<file path="config.mk">
export PLATFORM = sky130hd
export DESIGN_NAME = vga_sync_gen
export DESIGN_NICKNAME = d
export VERILOG_FILES = /design/src/rtl/vga_pkg.sv /design/src/rtl/vga_axis_counter.sv /design/src/rtl/vga_sync_gen.sv
export SDC_FILE = /design/constraint.sdc
export NUM_CORES = 1
export LEC_CHECK = 0
export CAP_MARGIN = 20
export CORE_UTILIZATION = 40
export CTS_CLUSTER_SIZE = 12
export DETAILED_ROUTE_END_ITERATION = 16
export PLACE_DENSITY = 0.62
export SLEW_MARGIN = 5
export SYNTH_ARGS = -nofsm -noshare
export SYNTH_HDL_FRONTEND = slang
export SYNTH_SLANG_ARGS = --single-unit
</file>
<file path="constraint.sdc">
create_clock -name clk -period 2.1 [get_ports clk]
set_clock_uncertainty 0.2 [all_clocks]
set_input_delay 0.63 -clock clk [delete_from_list [all_inputs] [get_ports clk]]
set_output_delay 0.63 -clock clk [all_outputs]
set_load 0.005 [all_outputs]
</file>
<file path="src/rtl/vga_pkg.sv">
`default_nettype none
// ============================================================================
//  Module      : vga_pkg
//  Description : Shared timing constants, coordinate type and colour-bar
//                lookup for the VGA sync generator. Defaults describe
//                640x480 @ 60 Hz (800x525 total at a 25 MHz pixel clock).
//  Revision    : 1.0 - initial release
// ============================================================================
package vga_pkg;

    // Default horizontal timing (pixels)
    localparam int c_h_active = 640;
    localparam int c_h_fp     = 16;
    localparam int c_h_sync   = 96;
    localparam int c_h_bp     = 48;
    localparam int c_h_total  = c_h_active + c_h_fp + c_h_sync + c_h_bp;

    // Default vertical timing (lines)
    localparam int c_v_active = 480;
    localparam int c_v_fp     = 10;
    localparam int c_v_sync   = 2;
    localparam int c_v_bp     = 33;
    localparam int c_v_total  = c_v_active + c_v_fp + c_v_sync + c_v_bp;

    // Counter / coordinate width; must hold c_h_total-1 and c_v_total-1
    localparam int c_cnt_w = 10;

    typedef logic [c_cnt_w-1:0] coord_t;
    typedef logic [11:0]        rgb_t;

    // Colour bars, 4 bits per channel as {R,G,B}
    localparam rgb_t c_rgb_white   = 12'hFFF;
    localparam rgb_t c_rgb_yellow  = 12'hFF0;
    localparam rgb_t c_rgb_cyan    = 12'h0FF;
    localparam rgb_t c_rgb_green   = 12'h0F0;
    localparam rgb_t c_rgb_magenta = 12'hF0F;
    localparam rgb_t c_rgb_red     = 12'hF00;
    localparam rgb_t c_rgb_blue    = 12'h00F;
    localparam rgb_t c_rgb_black   = 12'h000;

    // Bar index 0 is the leftmost bar
    function automatic rgb_t bar_color(input logic [2:0] idx);
        rgb_t color;
        color = c_rgb_black;
        case (idx)
            3'd0:    color = c_rgb_white;
            3'd1:    color = c_rgb_yellow;
            3'd2:    color = c_rgb_cyan;
            3'd3:    color = c_rgb_green;
            3'd4:    color = c_rgb_magenta;
            3'd5:    color = c_rgb_red;
            3'd6:    color = c_rgb_blue;
            default: color = c_rgb_black;
        endcase
        return color;
    endfunction

endpackage
`default_nettype wire

</file>
<file path="src/rtl/vga_axis_counter.sv">
`default_nettype none
// ============================================================================
//  Module      : vga_axis_counter
//  Description : Generic modulo-TOTAL counter with wrap (carry) output.
//                Counts 0..TOTAL-1 while i_en is high and holds otherwise.
//                o_wrap is combinational: high in the enabled cycle whose
//                clock edge takes the count from TOTAL-1 back to 0, so it
//                can enable a cascaded counter on the same edge.
//  Ports       : clk      - clock
//                reset_n  - asynchronous active-low reset
//                i_en     - count enable
//                o_cnt    - current count (registered)
//                o_wrap   - carry out
//  Revision    : 1.0 - initial release
// ============================================================================
module vga_axis_counter #(
    parameter int TOTAL = 800,
    parameter int CNT_W = 10
) (
    input  logic             clk,
    input  logic             reset_n,
    input  logic             i_en,
    output logic [CNT_W-1:0] o_cnt,
    output logic             o_wrap
);

    localparam logic [CNT_W-1:0] c_last = CNT_W'(TOTAL - 1);

    logic [CNT_W-1:0] r_cnt;
    logic             w_last;

    assign w_last = (r_cnt == c_last);

    always_ff @(posedge clk or negedge reset_n) begin
        if (!reset_n) begin
            r_cnt <= '0;
        end else if (i_en) begin
            r_cnt <= w_last ? '0 : r_cnt + 1'b1;
        end
    end

    assign o_cnt  = r_cnt;
    assign o_wrap = i_en & w_last;

endmodule
`default_nettype wire

</file>
<file path="src/rtl/vga_sync_gen.sv">
`default_nettype none
// ============================================================================
//  Module      : vga_sync_gen
//  Description : VGA horizontal/vertical timing generator running on the
//                pixel clock. Produces hsync, vsync, video_on, pixel
//                coordinates and a start-of-frame pulse. Every output is
//                registered from the counter values before their update,
//                so outputs trail the counters by one enabled cycle.
//  Ports       : clk          - pixel clock (only clock)
//                reset_n      - asynchronous active-low reset
//                en           - count enable; low freezes all state/outputs
//                hsync/vsync  - sync pulses, asserted level = SYNC_POL
//                video_on     - current pixel is inside the active area
//                pixel_x/y    - current pixel coordinates
//                frame_start  - one-cycle pulse at pixel (0,0)
//                rgb          - colour-bar test pattern (optional)
//  Options     : `define VGA_SYNC_TEST_PATTERN_EN to add the rgb output
//                with eight vertical colour bars across the active area.
//  Revision    : 1.0 - initial release
// ============================================================================
module vga_sync_gen
    import vga_pkg::*;
#(
    parameter int H_ACTIVE = c_h_active,
    parameter int H_FP     = c_h_fp,
    parameter int H_SYNC   = c_h_sync,
    parameter int H_BP     = c_h_bp,
    parameter int V_ACTIVE = c_v_active,
    parameter int V_FP     = c_v_fp,
    parameter int V_SYNC   = c_v_sync,
    parameter int V_BP     = c_v_bp,
    parameter bit SYNC_POL = 1'b0,
    parameter int CNT_W    = c_cnt_w
) (
    input  logic             clk,
    input  logic             reset_n,
    input  logic             en,
    output logic             hsync,
    output logic             vsync,
    output logic             video_on,
    output logic [CNT_W-1:0] pixel_x,
    output logic [CNT_W-1:0] pixel_y,
    output logic             frame_start
`ifdef VGA_SYNC_TEST_PATTERN_EN
    ,
    output logic [11:0]      rgb
`endif
);

    localparam int c_h_tot = H_ACTIVE + H_FP + H_SYNC + H_BP;
    localparam int c_v_tot = V_ACTIVE + V_FP + V_SYNC + V_BP;

    localparam logic [CNT_W-1:0] c_h_act_end  = CNT_W'(H_ACTIVE);
    localparam logic [CNT_W-1:0] c_h_sync_beg = CNT_W'(H_ACTIVE + H_FP);
    localparam logic [CNT_W-1:0] c_h_sync_end = CNT_W'(H_ACTIVE + H_FP + H_SYNC);
    localparam logic [CNT_W-1:0] c_v_act_end  = CNT_W'(V_ACTIVE);
    localparam logic [CNT_W-1:0] c_v_sync_beg = CNT_W'(V_ACTIVE + V_FP);
    localparam logic [CNT_W-1:0] c_v_sync_end = CNT_W'(V_ACTIVE + V_FP + V_SYNC);

    logic [CNT_W-1:0] w_h_cnt;
    logic [CNT_W-1:0] w_v_cnt;
    logic             w_h_wrap;
    logic             w_unused_v_wrap;

    logic             w_video;
    logic             w_hs_act;
    logic             w_vs_act;
    logic             w_origin;

    logic             r_hsync;
    logic             r_vsync;
    logic             r_video_on;
    logic [CNT_W-1:0] r_pixel_x;
    logic [CNT_W-1:0] r_pixel_y;
    logic             r_frame_start;

    // Horizontal counter runs on en; vertical advances on the horizontal
    // carry, so both wrap on the same edge at the last pixel of a frame.
    vga_axis_counter #(
        .TOTAL (c_h_tot),
        .CNT_W (CNT_W)
    ) u_h_cnt (
        .clk     (clk),
        .reset_n (reset_n),
        .i_en    (en),
        .o_cnt   (w_h_cnt),
        .o_wrap  (w_h_wrap)
    );

    vga_axis_counter #(
        .TOTAL (c_v_tot),
        .CNT_W (CNT_W)
    ) u_v_cnt (
        .clk     (clk),
        .reset_n (reset_n),
        .i_en    (w_h_wrap),
        .o_cnt   (w_v_cnt),
        .o_wrap  (w_unused_v_wrap)
    );

    // Decode from the pre-update counter values
    assign w_video  = (w_h_cnt < c_h_act_end) && (w_v_cnt < c_v_act_end);
    assign w_hs_act = (w_h_cnt >= c_h_sync_beg) && (w_h_cnt < c_h_sync_end);
    assign w_vs_act = (w_v_cnt >= c_v_sync_beg) && (w_v_cnt < c_v_sync_end);
    assign w_origin = (w_h_cnt == '0) && (w_v_cnt == '0);

    always_ff @(posedge clk or negedge reset_n) begin
        if (!reset_n) begin
            r_hsync       <= ~SYNC_POL;
            r_vsync       <= ~SYNC_POL;
            r_video_on    <= 1'b0;
            r_pixel_x     <= '0;
            r_pixel_y     <= '0;
            r_frame_start <= 1'b0;
        end else if (en) begin
            r_hsync       <= w_hs_act ? SYNC_POL : ~SYNC_POL;
            r_vsync       <= w_vs_act ? SYNC_POL : ~SYNC_POL;
            r_video_on    <= w_video;
            r_pixel_x     <= w_h_cnt;
            r_pixel_y     <= w_v_cnt;
            r_frame_start <= w_origin;
        end
    end

    assign hsync       = r_hsync;
    assign vsync       = r_vsync;
    assign video_on    = r_video_on;
    assign pixel_x     = r_pixel_x;
    assign pixel_y     = r_pixel_y;
    assign frame_start = r_frame_start;

`ifdef VGA_SYNC_TEST_PATTERN_EN
    localparam logic [CNT_W-1:0] c_bar_w = CNT_W'(H_ACTIVE / 8);

    logic [2:0]  w_bar_idx;
    logic [11:0] r_rgb;

    // Index only meaningful inside the active area; blanked otherwise
    assign w_bar_idx = 3'(w_h_cnt / c_bar_w);

    always_ff @(posedge clk or negedge reset_n) begin
        if (!reset_n) begin
            r_rgb <= 12'h000;
        end else if (en) begin
            r_rgb <= w_video ? bar_color(w_bar_idx) : 12'h000;
        end
    end

    assign rgb = r_rgb;
`endif

endmodule
`default_nettype wire

</file>
==> results of run 1 <==
## power groups by stage
stage | clock network, mW | logic [mW] | registers, mW
after floorplan | 0 | 0.187 | 1.03
after global placement | 0 | 0.314 | 1.07
after detailed placement | 0 | 0.319 | 1.07
after CTS | 0.518 | 0.321 | 1.06
after global routing | 0.541 | 0.351 | 1.08
final | 0.497 | 0.315 | 1.06
## flip-flops by register name, indices dropped and copies added, names as in the netlist
register       flops
u_h_cnt.o_cnt     10
frame_start        1
vsync              1
hsync              1
pixel_y           10
u_v_cnt.o_cnt     10
video_on           1
pixel_x           10
## cell families (layout without fill, tap and decap cells)
kind of cell / Yosys count / in the layout / share of synthesized area, %
AND/OR/NAND/NOR: 58 / 58 / 16.4
flip-flops: 44 / 44 / 53.7
adder cells (fa/ha/maj): 4 / 4 / 2.43
XOR/XNOR: 11 / 11 / 4.69
AO/OA/AOI/OAI: 16 / 16 / 5.48
buffers and inverters: 19 / 52 / 4.63
multiplexers: 23 / 23 / 12.7
## area by class of cell
type | instances | area [um^2] | share of cell area [%]
Clock buffer | 7 | 76.3 | 3.05
Inverter | 8 | 30.0 | 1.20
Multi-Input combinational cell | 112 | 863 | 34.5
Sequential cell | 44 | 1100 | 44.1
Tap cell | 67 | 83.8 | 3.35
Timing Repair Buffer | 37 | 348 | 13.9
## per-stage QoR
step | instances | setup slack, ns | cell area (um^2) | total power [mW] | hold slack, ns
floorplan | 175 | 0.259 | 2060 | 1.22 | 0.134
global placement | 268 | -0.130 | 2420 | 1.38 | 0.281
detailed placement | 268 | -0.188 | 2420 | 1.39 | 0.278
CTS | 275 | 0.0615 | 2500 | 1.90 | 0.108
global route | 275 | 0.0379 | 2500 | 1.98 | 0.120
finish | 275 | 0.0810 | 2500 | 1.87 | 0.104
## per-layer routing
layer	global-route usage, %	routed length [um]
met3	4.25	115
met1	25.8	2070
met4	6.41	70
met5	0	0
met2	24.2	1830
## cells in the final DEF, fill, tap and decap left out, types with 3 or more instances in the layout
master           count
nand2_1             10
xnor2_1              9
o21ai_0              3
and3_1               7
ha_1                 4
nor4_1               3
dfrtp_1             42
mux2_2              21
nor2_1              12
buf_4               10
o31ai_1              3
nand4_1              8
inv_1                8
clkdlybuf4s50_1     23
nand3_1              4
nor3_1               3
clkbuf_8             5
## what timing repair did
action | CTS | global route
setup buffers | 0 | 0
endpoints found under the hold margin | 0 | 0
setup endpoints to repair | 2 | 5
gates cloned | 0 | 0
resized for setup | 2 | 1
## final timing paths
kind / startpoint / to / depth (start not counted)
max reg2reg: u_h_cnt.o_cnt[0]$_DFFE_PN0P_ / u_v_cnt.o_cnt[4]$_DFFE_PN0P_ / 5
min in group clk: vsync$_DFFE_PN1P_ / vsync$_DFFE_PN1P_ / 2
min: reset_n / pixel_x[8]$_DFFE_PN0P_ / 2
min reg2reg: vsync$_DFFE_PN1P_ / vsync$_DFFE_PN1P_ / 2
max in group asynchronous: reset_n / vsync$_DFFE_PN1P_ / 2
max: pixel_y[7]$_DFFE_PN0P_ / pixel_y[7] / 1
==> impl_metrics.ini, run 1 <==
[outcome]
outcome = complete, no violations

[power]
p_sw_uw = 502
swShare_pct = 26.9
p_int_mw = 1.37
clkPwrFrac_pct = 26.6
pwr-share-seq_pct = 56.6
power.density_nw_per_um2 = 747
irDropWorstVdd_uv = 585
power_leakage_nw = 1.12
comb_power_share_pct = 16.9

[timing]
setup_viol = 0
rsz0062_at_grt = no
fin_tns_setup_ns = 0
maxSlewViolCount = 0
fmax_mhz = 495
hold_viol = 0
layout_min_cycle_time_ns = 2.02
post-route-period-util_pct = 96.1
tightest_slew_ns = 0.343
relSlewSlack_pct = 77.1

[logic_synthesis]
ys_ff_latch = 44
yosysTopAreaCellShare_pct = 51.1
synth_nets = 182
ys_types = 38
synth_common_cells = dfrtp_1 (42), mux2_2 (21), nor2_1 (12)
seq_area_frac_synth_pct = 53.7
syn_area_um2 = 2060
synth_async_sr_flop_share_pct = 100
syn-mean-instance-area_um2 = 11.7
ys.flop_type = dfrtp_1
yosysWarnings = 0
synth_area_leaders = dfrtp_1 (51%), mux2_2 (12%), xnor2_1 (3.8%)
synth.most_common_cell = dfrtp_1
synth_edf_count = 0
syn_inst = 175
yosysTopAreaCell = dfrtp_1

[hold_path]
hold_path_class = primary input to async pin

[worst_setup_path]
cp_slowest_cell = clkdlybuf4s50_1
worstPathCellList = clkdlybuf4s50_1
cp-end-kind = primary output
critPathMaxFanout = 2
slowest_delay_ns = 0.54
critPathLaunchType = register
critPathTopFamily = buffers and inverters
required_ns = 1.27
critical_path_class = register to primary output
worstPathArrival_ns = 1.19
cp_num_buf_inv = 1
reg2reg_slack_ns = 0.16

[detailed_routing]
wirelength_um = 4090
routed_via_density = 5.12
vias = 1408
wl_per_cell_um = 14.9
antenna_left = 0
dr.first_iter.drc_count = 66
drc_errors = 0
firstDrtPassIters = 4

[global_routing]
antenna_found_initial = 0
grt_max_degree = 45
grt_pass1_wl_um = 6980
track_usage_pct = 17.3
grt_pass1_vias = 1387
grt_overflow = 0

[clock_network]
cts.htree.levels = 2
cts-root-buf = clkbuf_8
cts_hold_repair.buffers = 0
cts_buffers = 5
cts_buffer_depth = 2
cts.clk_slew.worst_paths_ns = 0.08
clk_latency_ns = 0.29
clock-sinks = 44
cts_tree = built

[place]
dp_hpwl_um = 2860
port_buffers = 26
gp_congestion = 0.840

[flow_run]
drv_cap = 0

[die]
die_area_um2 = 5430
die_h_um = 73.7
io_pins = 27
die_w_um = 73.7
start_util_pct = 42.4
rows = 25
core_region_area_um2 = 4850

[finish]
area_growth_pct = 21.9
n_fill_cell = 425
antenna_cells = 0
layout-drive-gt1-share_pct = 21.6
final_core_util_pct = 51.7
final_nets = 215
Power figures use the tool's default switching activity.
==> run 2, diff against run 1 <==
HOLD_SLACK_MARGIN = 0.08   (was default)
PLACE_DENSITY = 0.6   (was 0.62)
==> run 2 against run 1 <==
Against the previous run:
- via count up 6.0%
- final cell count up 3.3%
- global-route usage up 0.27 points
- fmax up 0.99%
- first-iteration DRC count up 58%
- worst hold slack worse by 0.0013 ns
- highest routed layer unchanged
==> impl_metrics.ini, run 2 (synthesis gave the netlist of run 1 again) <==
[detailed_routing]
wl_per_cell_um = 15.0
vias = 1492
routed_via_density = 5.25
wirelength_um = 4270
antenna_left = 0
firstDrtPassIters = 4
drc_errors = 0
dr.first_iter.drc_count = 104

[global_routing]
antenna_found_initial = 0
track_usage_pct = 17.6
grt_pass1_wl_um = 7090
grt_max_degree = 45
grt_overflow = 0
grt_pass1_vias = 1456

[worst_setup_path]
critPathLaunchType = primary input
reg2reg_slack_ns = 0.16
cp-end-kind = register
r2r_start = u_h_cnt.o_cnt[0]$_DFFE_PN0P_
worstRegToRegCells = 5
worstPathArrival_ns = 1.99
crit_path_end = u_h_cnt.o_cnt[8]$_DFFE_PN0P_
worstPathCellList = clkdlybuf4s50_1 -> buf_4 -> and2_1 -> o21ai_0 -> a22o_1
critPathLaunch = en
critical_path_class = primary input to register
required_ns = 2.09
timing.rr.end = u_v_cnt.o_cnt[4]$_DFFE_PN0P_
slowest_delay_ns = 0.54
cp_slowest_cell = clkdlybuf4s50_1
critPathMaxFanout = 20

[finish]
antenna_cells = 0
layout-drive-gt1-share_pct = 24.9
design_area_um2 = 2580
final_cell_mix = dfrtp_1 (42), clkdlybuf4s50_1 (23), mux2_2 (21)
final_nets = 223
final_common_cell = dfrtp_1
final_core_util_pct = 53.2
area_growth_pct = 25.4

[power]
pwr-share-seq_pct = 52.6
power_leakage_nw = 1.16
irDropWorstVdd_uv = 529
p_int_mw = 1.43
comb_power_share_pct = 19.6
clkPwrFrac_pct = 27.8
swShare_pct = 27.0
p_sw_uw = 529
power.density_nw_per_um2 = 761
finalPower_mw = 1.96

[die]
die_w_um = 73.7
die_h_um = 73.7
start_util_pct = 42.4
io_pins = 27
core_region_area_um2 = 4850
rows = 25
die_area_um2 = 5430

[timing]
post-route-period-util_pct = 95.2
fmax_mhz = 500
setup_slack_ns = 0.101
setup_viol = 0
maxSlewViolCount = 0
relSlewSlack_pct = 77.3
rsz0062_at_grt = no
layout_min_cycle_time_ns = 2.00
hold_viol = 0
tightest_slew_ns = 0.338

[clock_network]
clk_latency_ns = 0.30
cts.clk_slew.worst_paths_ns = 0.08
cts-root-buf = clkbuf_8
clock-sinks = 44
cts_buffers = 5
cts.htree.levels = 2
cts_tree = built
cts_hold_repair.buffers = 0
cts_buffer_depth = 2

[flow_run]
drv_cap = 0

[place]
dp_hpwl_um = 3040
port_buffers = 26
gp_congestion = 0.810
dpl_worst_slack_ns = -0.219
place_area_um2 = 2480

[hold_path]
hold_path_class = primary input to async pin

[outcome]
outcome = complete, no violations
[run 2: cell types whose count changed in the layout (fill, tap and decap cells not counted), sizes merged]
cell / change
buf: +8
clkbuf: +1
[run 2: how the worst min path moves through the flow]
| stage | start | to | slack, ns | cells after the start |
|---|---|---|---|---|
| after floorplan | reset_n | frame_start$_DFFE_PN0P_ | 0.13 | 0 |
| after global placement | vsync$_DFFE_PN1P_ | vsync$_DFFE_PN1P_ | 0.28 | 2 |
| after detailed placement | hsync$_DFFE_PN1P_ | hsync$_DFFE_PN1P_ | 0.28 | 2 |
| after CTS | reset_n | video_on$_DFFE_PN0P_ | 0.11 | 2 |
| after global routing | reset_n | video_on$_DFFE_PN0P_ | 0.12 | 2 |
| final | reset_n | u_h_cnt.o_cnt[5]$_DFFE_PN0P_ | 0.10 | 2 |
[run 2: worst max-delay path, delay by kind of cell]
kind	cells	cell delay, ns
buffers and inverters	2	0.83
AO/OA/AOI/OAI	2	0.33
AND/OR/NAND/NOR	1	0.21
[run 2: through the flow]
step,hold slack [ns],setup TNS (ns),cells
6_report,0.103,0,284
5_1_grt,0.116,0,284
4_1_cts,0.109,0,284
3_5_place_dp,0.277,-4.06,275
3_3_place_gp,0.280,-2.70,275
2_1_floorplan,0.134,0,175
[run 2: what timing repair did]
item                                    CTS  global route
buffers inserted                          1             0
resized for setup                         2             1
endpoints found under the setup margin    2             6
pin swaps                                 0             0
[run 2: layout make-up]
| class | count | area (um^2) |
|---|---|---|
| fill | 414 | 2270 |
| sequential | 44 | 1100 |
| multi-input combinational | 112 | 863 |
| timing repair buffer | 45 | 408 |
| clock buffer | 8 | 90.1 |
| tap | 67 | 83.8 |
| inverter | 8 | 30.0 |
[run 2: routing by layer]
| metal | routed length, um | up-vias | global-route usage [%] |
|---|---|---|---|
| li1 | - | 700 | - |
| met1 | 2020 | 732 | 24.0 |
| met2 | 1950 | 51 | 26.1 |
| met3 | 227 | 9 | 4.94 |
| met4 | 72 | 0 | 7.48 |
| met5 | 0 | - | 0 |
[run 2: power groups by stage]
| stage | combinational (mW) | sequential, mW | clock, mW |
|---|---|---|---|
| finish | 0.385 | 1.03 | 0.546 |
| global route | 0.424 | 1.05 | 0.591 |
| CTS | 0.388 | 1.03 | 0.562 |
| detailed placement | 0.385 | 1.05 | 0 |
| global placement | 0.373 | 1.04 | 0 |
| floorplan | 0.187 | 1.03 | 0 |
